===== src/rtl/res_station_cmp_age_pkg.sv =====
// Shared types for the compare/branch reservation station: entry layout, CDB broadcast,
// branch tags and the selective-flush kill rule.
package res_station_cmp_age_pkg;

  localparam int unsigned XLEN      = 32;
  localparam int unsigned ROB_IDX_W = 3;
  localparam int unsigned BR_TAG_W  = 4;

  // MSB of a branch tag is its sign; the remaining bits form the dependency mask.
  typedef logic [BR_TAG_W-1:0] branch_tag_t;

  localparam logic [2:0] CmpBeq  = 3'd0;
  localparam logic [2:0] CmpBne  = 3'd1;
  localparam logic [2:0] CmpBlt  = 3'd4;
  localparam logic [2:0] CmpBge  = 3'd5;
  localparam logic [2:0] CmpBltu = 3'd6;
  localparam logic [2:0] CmpBgeu = 3'd7;

  typedef struct packed {
    logic                 commit_valid;
    logic [ROB_IDX_W-1:0] dest_ROB;
    logic [XLEN-1:0]      rd_v;
  } CDB_output_t;

  typedef struct packed {
    logic                 rs1_ready;
    logic [XLEN-1:0]      rs1_data;
    logic                 rs2_ready;
    logic [XLEN-1:0]      rs2_data;
    branch_tag_t          br_tag;
    logic [ROB_IDX_W-1:0] dest_rob;
    logic                 cmp_type;
    logic [2:0]           cmp_op;
    logic [XLEN-1:0]      imm;
    logic [XLEN-1:0]      pc;
  } rs_cmp_entry_t;

  function automatic logic cmp_flush_kill(branch_tag_t tag, branch_tag_t ftag);
    if (tag[BR_TAG_W-1] == ftag[BR_TAG_W-1]) return (tag & ftag) == ftag;
    return (tag & ftag) == tag;
  endfunction

endpackage


===== src/rtl/rs_age_matrix.sv =====
// Age matrix: tracks dispatch order of DEPTH slots and grants the oldest requester.
module rs_age_matrix #(
  parameter int unsigned DEPTH = 4
) (
  input  logic             clk,
  input  logic             rst,
  input  logic [DEPTH-1:0] alloc,
  input  logic [DEPTH-1:0] free_mask,
  input  logic [DEPTH-1:0] req,
  output logic [DEPTH-1:0] grant
);

  // older_q[i][j] set means slot i was dispatched before slot j.
  logic [DEPTH-1:0] older_q [DEPTH];
  logic [DEPTH-1:0] older_d [DEPTH];

  always_comb begin
    for (int i = 0; i < DEPTH; i++) begin
      older_d[i] = free_mask[i] ? '0 : older_q[i];
    end
    for (int i = 0; i < DEPTH; i++) begin
      if (alloc[i]) begin
        older_d[i] = '0;
        for (int j = 0; j < DEPTH; j++) begin
          if (j != i) older_d[j][i] = 1'b1;
        end
      end
    end
  end

  always_comb begin
    for (int i = 0; i < DEPTH; i++) begin
      logic blocked;
      blocked = 1'b0;
      for (int j = 0; j < DEPTH; j++) begin
        if (req[j] && older_q[j][i]) blocked = 1'b1;
      end
      grant[i] = req[i] && !blocked;
    end
  end

  always_ff @(posedge clk) begin
    if (rst) older_q <= '{default: '0};
    else     older_q <= older_d;
  end

endmodule


===== src/rtl/res_station_cmp_age.sv =====
// Compare/branch reservation station: CDB wake-up, oldest-ready issue, selective flush.
// Define RS_CMP_BYPASS_EN to let an operand arriving on the CDB issue in the same cycle.
module res_station_cmp_age
  import res_station_cmp_age_pkg::*;
#(
  parameter int unsigned DEPTH     = 4,
  parameter int unsigned ROB_WIDTH = 3,
  parameter int unsigned NUM_CDB   = 2,
  localparam int unsigned OccW     = $clog2(DEPTH + 1)
) (
  input  logic                 clk,
  input  logic                 rst,
  input  logic                 flush,
  input  branch_tag_t          flush_tag,
  input  logic                 disp_valid,
  input  rs_cmp_entry_t        disp_entry,
  output logic                 rs_ready,
  input  CDB_output_t          cdb [NUM_CDB],
  output logic                 iss_valid,
  input  logic                 iss_ready,
  output logic [XLEN-1:0]      iss_op1,
  output logic [XLEN-1:0]      iss_op2,
  output branch_tag_t          iss_br_tag,
  output logic [ROB_WIDTH-1:0] iss_dest_rob,
  output logic                 iss_cmp_type,
  output logic [2:0]           iss_cmp_op,
  output logic [XLEN-1:0]      iss_imm,
  output logic [XLEN-1:0]      iss_pc,
  output logic [OccW-1:0]      occupancy
);

  logic [DEPTH-1:0] valid_q, valid_d;
  rs_cmp_entry_t    entry_q [DEPTH];
  rs_cmp_entry_t    entry_d [DEPTH];
  rs_cmp_entry_t    woke    [DEPTH];
  rs_cmp_entry_t    sel_src [DEPTH];
  rs_cmp_entry_t    disp_woke;
  logic [DEPTH-1:0] kill, req, grant, alloc, alloc_sel, free_mask;
  logic             disp_kill, disp_ok, fire;

  // Lowest-numbered matching CDB port wins, hence the descending scan.
  function automatic rs_cmp_entry_t snoop(rs_cmp_entry_t e);
    rs_cmp_entry_t r;
    r = e;
    for (int k = int'(NUM_CDB) - 1; k >= 0; k--) begin
      if (cdb[k].commit_valid) begin
        if (!e.rs1_ready && e.rs1_data[ROB_WIDTH-1:0] == cdb[k].dest_ROB[ROB_WIDTH-1:0]) begin
          r.rs1_ready = 1'b1;
          r.rs1_data  = cdb[k].rd_v;
        end
        if (!e.rs2_ready && e.rs2_data[ROB_WIDTH-1:0] == cdb[k].dest_ROB[ROB_WIDTH-1:0]) begin
          r.rs2_ready = 1'b1;
          r.rs2_data  = cdb[k].rd_v;
        end
      end
    end
    return r;
  endfunction

  assign rs_ready = |(~valid_q);

  always_comb begin
    for (int i = 0; i < DEPTH; i++) begin
      woke[i] = snoop(entry_q[i]);
      kill[i] = flush && cmp_flush_kill(entry_q[i].br_tag, flush_tag);
`ifdef RS_CMP_BYPASS_EN
      sel_src[i] = woke[i];
`else
      sel_src[i] = entry_q[i];
`endif
      req[i] = !rst && valid_q[i] && !kill[i] && sel_src[i].rs1_ready && sel_src[i].rs2_ready;
    end
    disp_woke = snoop(disp_entry);
    disp_kill = flush && cmp_flush_kill(disp_entry.br_tag, flush_tag);
    disp_ok   = !rst && disp_valid && rs_ready && !disp_kill;
    alloc_sel = '0;
    for (int i = int'(DEPTH) - 1; i >= 0; i--) begin
      if (!valid_q[i]) alloc_sel = DEPTH'(1) << i;
    end
  end

  rs_age_matrix #(
    .DEPTH (DEPTH)
  ) u_age (
    .clk       (clk),
    .rst       (rst),
    .alloc     (alloc),
    .free_mask (free_mask),
    .req       (req),
    .grant     (grant)
  );

  always_comb begin
    iss_op1      = '0;
    iss_op2      = '0;
    iss_br_tag   = '0;
    iss_dest_rob = '0;
    iss_cmp_type = 1'b0;
    iss_cmp_op   = '0;
    iss_imm      = '0;
    iss_pc       = '0;
    for (int i = 0; i < DEPTH; i++) begin
      if (grant[i]) begin
        iss_op1      |= sel_src[i].rs1_data;
        iss_op2      |= sel_src[i].rs2_data;
        iss_br_tag   |= sel_src[i].br_tag;
        iss_dest_rob |= sel_src[i].dest_rob[ROB_WIDTH-1:0];
        iss_cmp_type |= sel_src[i].cmp_type;
        iss_cmp_op   |= sel_src[i].cmp_op;
        iss_imm      |= sel_src[i].imm;
        iss_pc       |= sel_src[i].pc;
      end
    end
    iss_valid = |grant;
    fire      = iss_valid && iss_ready;
    free_mask = kill | (fire ? grant : '0);
    alloc     = disp_ok ? alloc_sel : '0;
    valid_d   = (valid_q & ~free_mask) | alloc;
    for (int i = 0; i < DEPTH; i++) begin
      entry_d[i] = alloc[i] ? disp_woke : woke[i];
    end
  end

  always_comb begin
    occupancy = '0;
    for (int i = 0; i < DEPTH; i++) begin
      occupancy = occupancy + OccW'(valid_q[i]);
    end
  end

  always_ff @(posedge clk) begin
    if (rst) begin
      valid_q <= '0;
      entry_q <= '{default: '0};
    end else begin
      valid_q <= valid_d;
      entry_q <= entry_d;
    end
  end

endmodule


===== config.mk =====
export PLATFORM = sky130hd
export DESIGN_NAME = res_station_cmp_age
export DESIGN_NICKNAME = d
export VERILOG_FILES = /design/src/rtl/res_station_cmp_age_pkg.sv /design/src/rtl/rs_age_matrix.sv /design/src/rtl/res_station_cmp_age.sv
export SDC_FILE = /design/constraint.sdc
export NUM_CORES = 2
export LEC_CHECK = 0
export CORE_AREA = 2 2 298 211
export CTS_BUF_LIST = sky130_fd_sc_hd__clkbuf_4 sky130_fd_sc_hd__clkbuf_8 sky130_fd_sc_hd__clkbuf_16
export DETAILED_ROUTE_END_ITERATION = 10
export DIE_AREA = 0 0 300 213
export DONT_BUFFER_PORTS = 1
export PLACE_DENSITY = 0.71
export SLEW_MARGIN = 30
export SYNTH_ARGS = -nofsm -noshare
export SYNTH_HDL_FRONTEND = slang
export SYNTH_SLANG_ARGS = --single-unit

===== constraint.sdc =====
create_clock -name clk -period 3.9 [get_ports clk]
set_clock_uncertainty 0.15 [all_clocks]
set_input_delay 0.39 -clock clk [delete_from_list [all_inputs] [get_ports clk]]
set_output_delay 0.39 -clock clk [all_outputs]
set_load 0.03 [all_outputs]

# Word-level counts from Yosys, hierarchy flattened
# Index checks and enable logic that the tools add are counted.
# word_totals
register_bits	580
in_bits	222
wordCells	341
# classes
n_addsub	3
n_eq_ne	35
n_mux	118
bitwise	34
n_reduce_logical	98
# op_table
operator	n
$mux W33	20
$mux W66	10
$mux W141	4
$mux W32	16
$or A32 B32 Y32	12
$mux W4	16
$logic_and A1 B1 Y1	61
$eq A3 B3 Y1	20
$mux W1	43
$eq A4 B4 Y1	10
$mux W3	9
$and A4 B4 Y4	6
$logic_not A1 Y1	20
$or A4 B4 Y4	5
$or A3 B3 Y3	6
$reduce_bool A3 Y1	6
$reduce_bool A2 Y1	6
$not A4 Y4	2
$reduce_or A4 Y1	2
$reduce_or A2 Y1	3
$eq A1 B1 Y1	5
$add A2 B1 Y3	1
$add A3 B1 Y3	1
$or A1 B1 Y1	3
$add A1 B1 Y2	1

# Logic depth before layout (Yosys ltp)
# depth
word_depth	23
ltp_mapped	11
ltp_nobuf	8

# Modules after synthesis
# From an unflattened synthesis, not the netlist that was laid out.
# hier_totals
cells_unflattened	4172
area_unflattened_um2	33195.6
# by_module_without_submodules
mod	instances	cells_each	area_each_um2	seq_area_each_um2
res_station_cmp_age	1	4116	32697.6	11370.9
rs_age_matrix	1	56	498.0	240.2

# Worst setup path after synthesis
# No wires, ideal clock.
# synth_path
kind	input -> output
start	input port flush_tag[3]
end	output port iss_op1[22]
arrival_ps	2818
t_required_ps	3360
path_slack_ps	542
stages	9
path_cell_list	inv_1 -> ha_1 -> a2111o_1 -> a211oi_2 -> o22a_1 -> nand4_1 -> clkbuf_1 -> clkbuf_1 -> o2111ai_1
# synth_via
elab_chain_cells	22
word_cells_on_any_way	87
classes_between	eq/ne: 12; mux: 28; bitwise: 7; reduce/logical: 40
# synth_lines
element	line	text
start, declared	res_station_cmp_age.sv:14	input branch_tag_t flush_tag,
$and A4 B4 Y4	res_station_cmp_age_pkg.sv:39, res_station_cmp_age_pkg.sv:40	
$eq A4 B4 Y1	res_station_cmp_age_pkg.sv:39	if (tag[BR_TAG_W-1] == ftag[BR_TAG_W-1]) return (tag & ftag) == ftag;
$mux W1	res_station_cmp_age_pkg.sv:39	
$mux W1	res_station_cmp_age_pkg.sv:40	return (tag & ftag) == tag;
$logic_and A1 B1 Y1	res_station_cmp_age.sv:65	kill[i] = flush && cmp_flush_kill(entry_q[i].br_tag, flush_tag);
$logic_not A1 Y1	res_station_cmp_age.sv:71	req[i] = !rst && valid_q[i] && !kill[i] && sel_src[i].rs1_ready && sel_src[i].rs2_ready;
$logic_and A1 B1 Y1 (3 in series)	res_station_cmp_age.sv:71	
$logic_and A1 B1 Y1	rs_age_matrix.sv:36	if (req[j] && older_q[j][i]) blocked = 1'b1;
[4 not listed]	--	
$logic_and A1 B1 Y1	rs_age_matrix.sv:38	grant[i] = req[i] && !blocked;
$mux W32	res_station_cmp_age.sv:103	if (grant[i]) begin
$or A32 B32 Y32	res_station_cmp_age.sv:104	iss_op1 |= sel_src[i].rs1_data;
$mux W32	res_station_cmp_age.sv:103	
$or A32 B32 Y32	res_station_cmp_age.sv:104	
$mux W32	res_station_cmp_age.sv:103	
$or A32 B32 Y32	res_station_cmp_age.sv:104	
$mux W32 *	res_station_cmp_age.sv:103	
end, declared	res_station_cmp_age.sv:21	output logic [XLEN-1:0] iss_op1,
# Mark *: on every way between the ends. The rest lies on a longest branch, timed or not. The select of a mux whose other input is x is not followed.

# Worst setup path after layout
# layout_path
start	register valid_q[0]
end	register entry_q[274] (netlist bit)
# layout_via
elab_chain_cells	6
word_cells_on_any_way	7
classes_between	mux: 3; bitwise: 1; reduce/logical: 3
# layout_lines
element	line	text
start, declared	res_station_cmp_age.sv:32	logic [DEPTH-1:0] valid_q, valid_d;
start signal, assigned	res_station_cmp_age.sv:136	valid_q <= valid_d;
$not A4 Y4	res_station_cmp_age.sv:60	assign rs_ready = |(~valid_q);
$reduce_or A4 Y1	res_station_cmp_age.sv:60	
$logic_and A1 B1 Y1 (2 in series)	res_station_cmp_age.sv:75	disp_ok = !rst && disp_valid && rs_ready && !disp_kill;
$mux W4 *	res_station_cmp_age.sv:117	alloc = disp_ok ? alloc_sel : '0;
$mux W141 *	res_station_cmp_age.sv:120	entry_d[i] = alloc[i] ? disp_woke : woke[i];
end signal, assigned	res_station_cmp_age.sv:137	entry_q <= entry_d;
end, declared	res_station_cmp_age.sv:33	rs_cmp_entry_t entry_q [DEPTH];
# Mark *: on every way between the ends. The rest lies on a longest branch, timed or not.
# A chain may end at the register's enable or synchronous reset.

==> results by group <==
Power and ir drop
  • Switching share of power: ~28%
  • Int Pwr: between 0.01 and 0.015 W
  • Flop pwr share: between 40 and 50%
  • Clock share of power: roughly two fifths
  • Psw: roughly 0.0042 W
  • Leakage power: roughly 16 nW
  • Power share of the combinational group: between 10% and 20%
  • VDD IR-drop max: ~0.00044 V
  • Power Density: roughly 350 nW/um^2

Setup path
  • CP required: about 4.3 ns
  • Startpoint types: flop
  • CP Data Arrival Time: roughly 4.3 ns
  • Worst setup EP type: flop
  • Setup CP Type: reg -> reg
  • Crit Path Max Fanout: 94

Placed design
  • PortBufs: 0
  • Post-DP HPWL: 65.3 mm
  • Placed Cells: 4700
  • Placer congestion estimate: 0.867

Yosys
  • Prevailing post-synth register cell: dfxtp_1
  • Syn Nets: roughly 4400
  • Top cell type's share of synthesized area: 34.9%
  • Synth top area cells: dfxtp_1 (35%), mux2i_1 (9.6%), a2111oi_0 (6.8%)
  • Synth warn: 0
  • Post-Synthesis Cell Area: ~33000 um^2
  • Mapped Cells: roughly 4200
  • Avg Cell Area, Syn: 8.01 um^2
  • Post-synth ARST share: 0%
  • FF+latch count, synth: 580
  • Synth area leader: dfxtp_1
  • Post-synthesis sequential area ratio: between 30% and 40%
  • EDFF count, synth: 0
  • Library cells used by synthesis: 54

STA
  • RSZ-0062 raised after global routing: yes
  • Actual slew at the worst max-slew pin: approximately 1.1 ns
  • Count of final setup violators: 0
  • Fin crit share: approximately 100%
  • FMAX: roughly 260 MHz
  • Fin. Hold Viols: 0
  • Max-slew violations: 0
  • Max_slew headroom: a little over a quarter
  • Tmin final: about 3.9 ns

Clocking
  • Worst-Skew Late Latency: 0.64 ns
  • CTS tree: built
  • Clock buffer depth: 3
  • Clock Root Buffer: clkbuf_16
  • Clock Pin Slew Worst Setup and Hold Paths: 0.06 ns
  • H-tree depth: 2
  • CTS Sinks: between 500 and 600
  • Inserted Clock Buffers: 57

Detailed routing
  • Drt first pass iters: 6
  • 1st-iter DRT viols: a little over 5000
  • DR WL/cell: between 20 and 25 um
  • DRC viols: 0
  • DRT antenna net count: 0
  • WL final: around 130 mm
  • Routed vias: between 30000 and 40000
  • Detail-routed via count per cell: 6.67

Floorplan
  • Total die area: about 64000 um^2
  • Die width: 300 um
  • Die Ht: approximately 210 um
  • Core Area: about 61000 um^2
  • Cell Rows: 76
  • Initial Util: 54.5%
  • I/O pin count: approximately 370

Finish
  • Net count, final: 4713
  • End-of-flow core utilization: 69.5%
  • Non-Filler Instances: approximately 5400
  • Share of cells above drive strength 1: 9.48%
  • Area grow syn2layout: 27.4%

Global route
  • First-pass GRT wire length: between 150 and 200 mm
  • Total gr overflow: 0
  • GRT Total Usage: 38.4%
  • Vias in the first global route: 33637
  • Initial antenna violation count: 12
  • Largest net degree at the start of global routing: 333

Run
  • Max Cap Viol: 0

Outcome
  • Status: complete, no violations

Hold path
  • HP Class: in -> reg
## registers in the layout (all words and copies together) (netlist names)
name / flops
entry_q: 564
u_age.older_q: 12
valid_q: 4
## synth_stat cells (6+ instances only)
cell	number
a2111oi_0	260
a21o_1	259
a21oi_1	69
a311o_1	8
a41oi_1	6
buf_1	44
buf_2	48
buf_6	11
clkbuf_1	392
dfxtp_1	580
ha_1	9
inv_1	298
mux2i_1	320
nand2_1	313
nand2b_1	158
nand3_1	15
nand4_1	298
nor2_1	348
nor2b_1	15
o2111ai_1	140
o21a_1	6
o21ai_0	161
o31ai_1	151
or3_1	139
xnor2_1	42
xor2_1	18
## placed cells by master, fill, tap and decap left out, drive strengths merged, types with 16 or more instances in the layout
master,n
or3,139
o2111ai,140
xnor2,42
xor2,18
nand2,313
dlygate4sd3,514
clkbuf,85
o21ai,164
nor2b,16
a21oi,72
o31ai,151
inv,301
nand2b,158
nand4,298
a2111oi,261
nor2,348
a21o,259
buf,243
mux2i,320
dfxtp,580
## area by class of cell
type,count,area [um^2]
antenna,12,30.0
multi-input combinational,2781,19100
clock buffer,81,1670
inverter,298,1120
fill,4599,18600
clock inverter,21,204
sequential,580,11600
timing repair buffer,763,7650
tap,819,1020
## metrics by stage
stage	setup TNS (ns)	cell area [um^2]	total power [W]	worst slack (ns)	hold WS, ns
floorplan	0	33300	0.00837	0.542	0.289
CTS	0	41800	0.0148	0.0123	0.00108
finish	0	42400	0.0149	0.0172	0.0297
detailed placement	0	34500	0.00865	0.0960	0.306
global placement	0	34500	0.00861	0.138	0.303
global route	-0.670	42400	0.0154	-0.0380	0.0315
## logic make-up after synthesis
family	share of synthesized area [%]
buffers and inverters	9.48
adder cells (fa/ha/maj)	0.398
flip-flops	34.9
XOR/XNOR	1.58
AO/OA/AOI/OAI	24.5
AND/OR/NAND/NOR	19.6
multiplexers	9.62
## final timing paths
kind	start	end	slack, ns	cells after the start
min	cdb[13]	entry_q[544]	0.03	3
max reg2reg	valid_q[0]	entry_q[274]	0.02	10
min reg2reg	u_age.older_q[7]	u_age.older_q[7]	0.34	1
max	valid_q[0]	entry_q[274]	0.02	10
## critical path, cell delays in order (launching register included)
cell,delay (ns)
dfxtp_1,0.45
nor2b_1,0.28
buf_4,0.19
nand4b_1,0.37
a21oi_4,0.28
buf_12,0.16
buf_16,0.30
a2111oi_0,0.13
dlygate4sd3_1,0.63
a21o_1,0.16
dlygate4sd3_1,0.55
## what timing repair did
action,in CTS,in global routing
endpoints found under the hold margin,577,0
gates resized for setup,32,65
gates cloned,2,4
pin swaps,4,9
endpoints found under the setup margin,138,142
hold buffers,516,0
buffers inserted,4,14
## power by group through the flow
| stage | Sequential (W) | Combinational [W] | Clock (W) |
|---|---|---|---|
| 2_1_floorplan | 0.00673 | 0.00164 | 0 |
| 3_3_place_gp | 0.00681 | 0.00180 | 0 |
| 3_5_place_dp | 0.00682 | 0.00184 | 0 |
| 4_1_cts | 0.00669 | 0.00240 | 0.00568 |
| 5_1_grt | 0.00675 | 0.00272 | 0.00592 |
| 6_report | 0.00671 | 0.00253 | 0.00568 |
## routing by layer
| layer | part of all wire (%) | vias to the layer above | GRT usage, % |
|---|---|---|---|
| met1 | 40 | 16840 | 53.1 |
| met5 | 0.021 | - | 0 |
| met4 | 3.5 | 4 | 15.1 |
| met3 | 14 | 432 | 10.1 |
| li1 | - | 15768 | - |
| met2 | 42 | 2666 | 56.9 |
No activity file was read; power rests on OpenSTA's default activity.
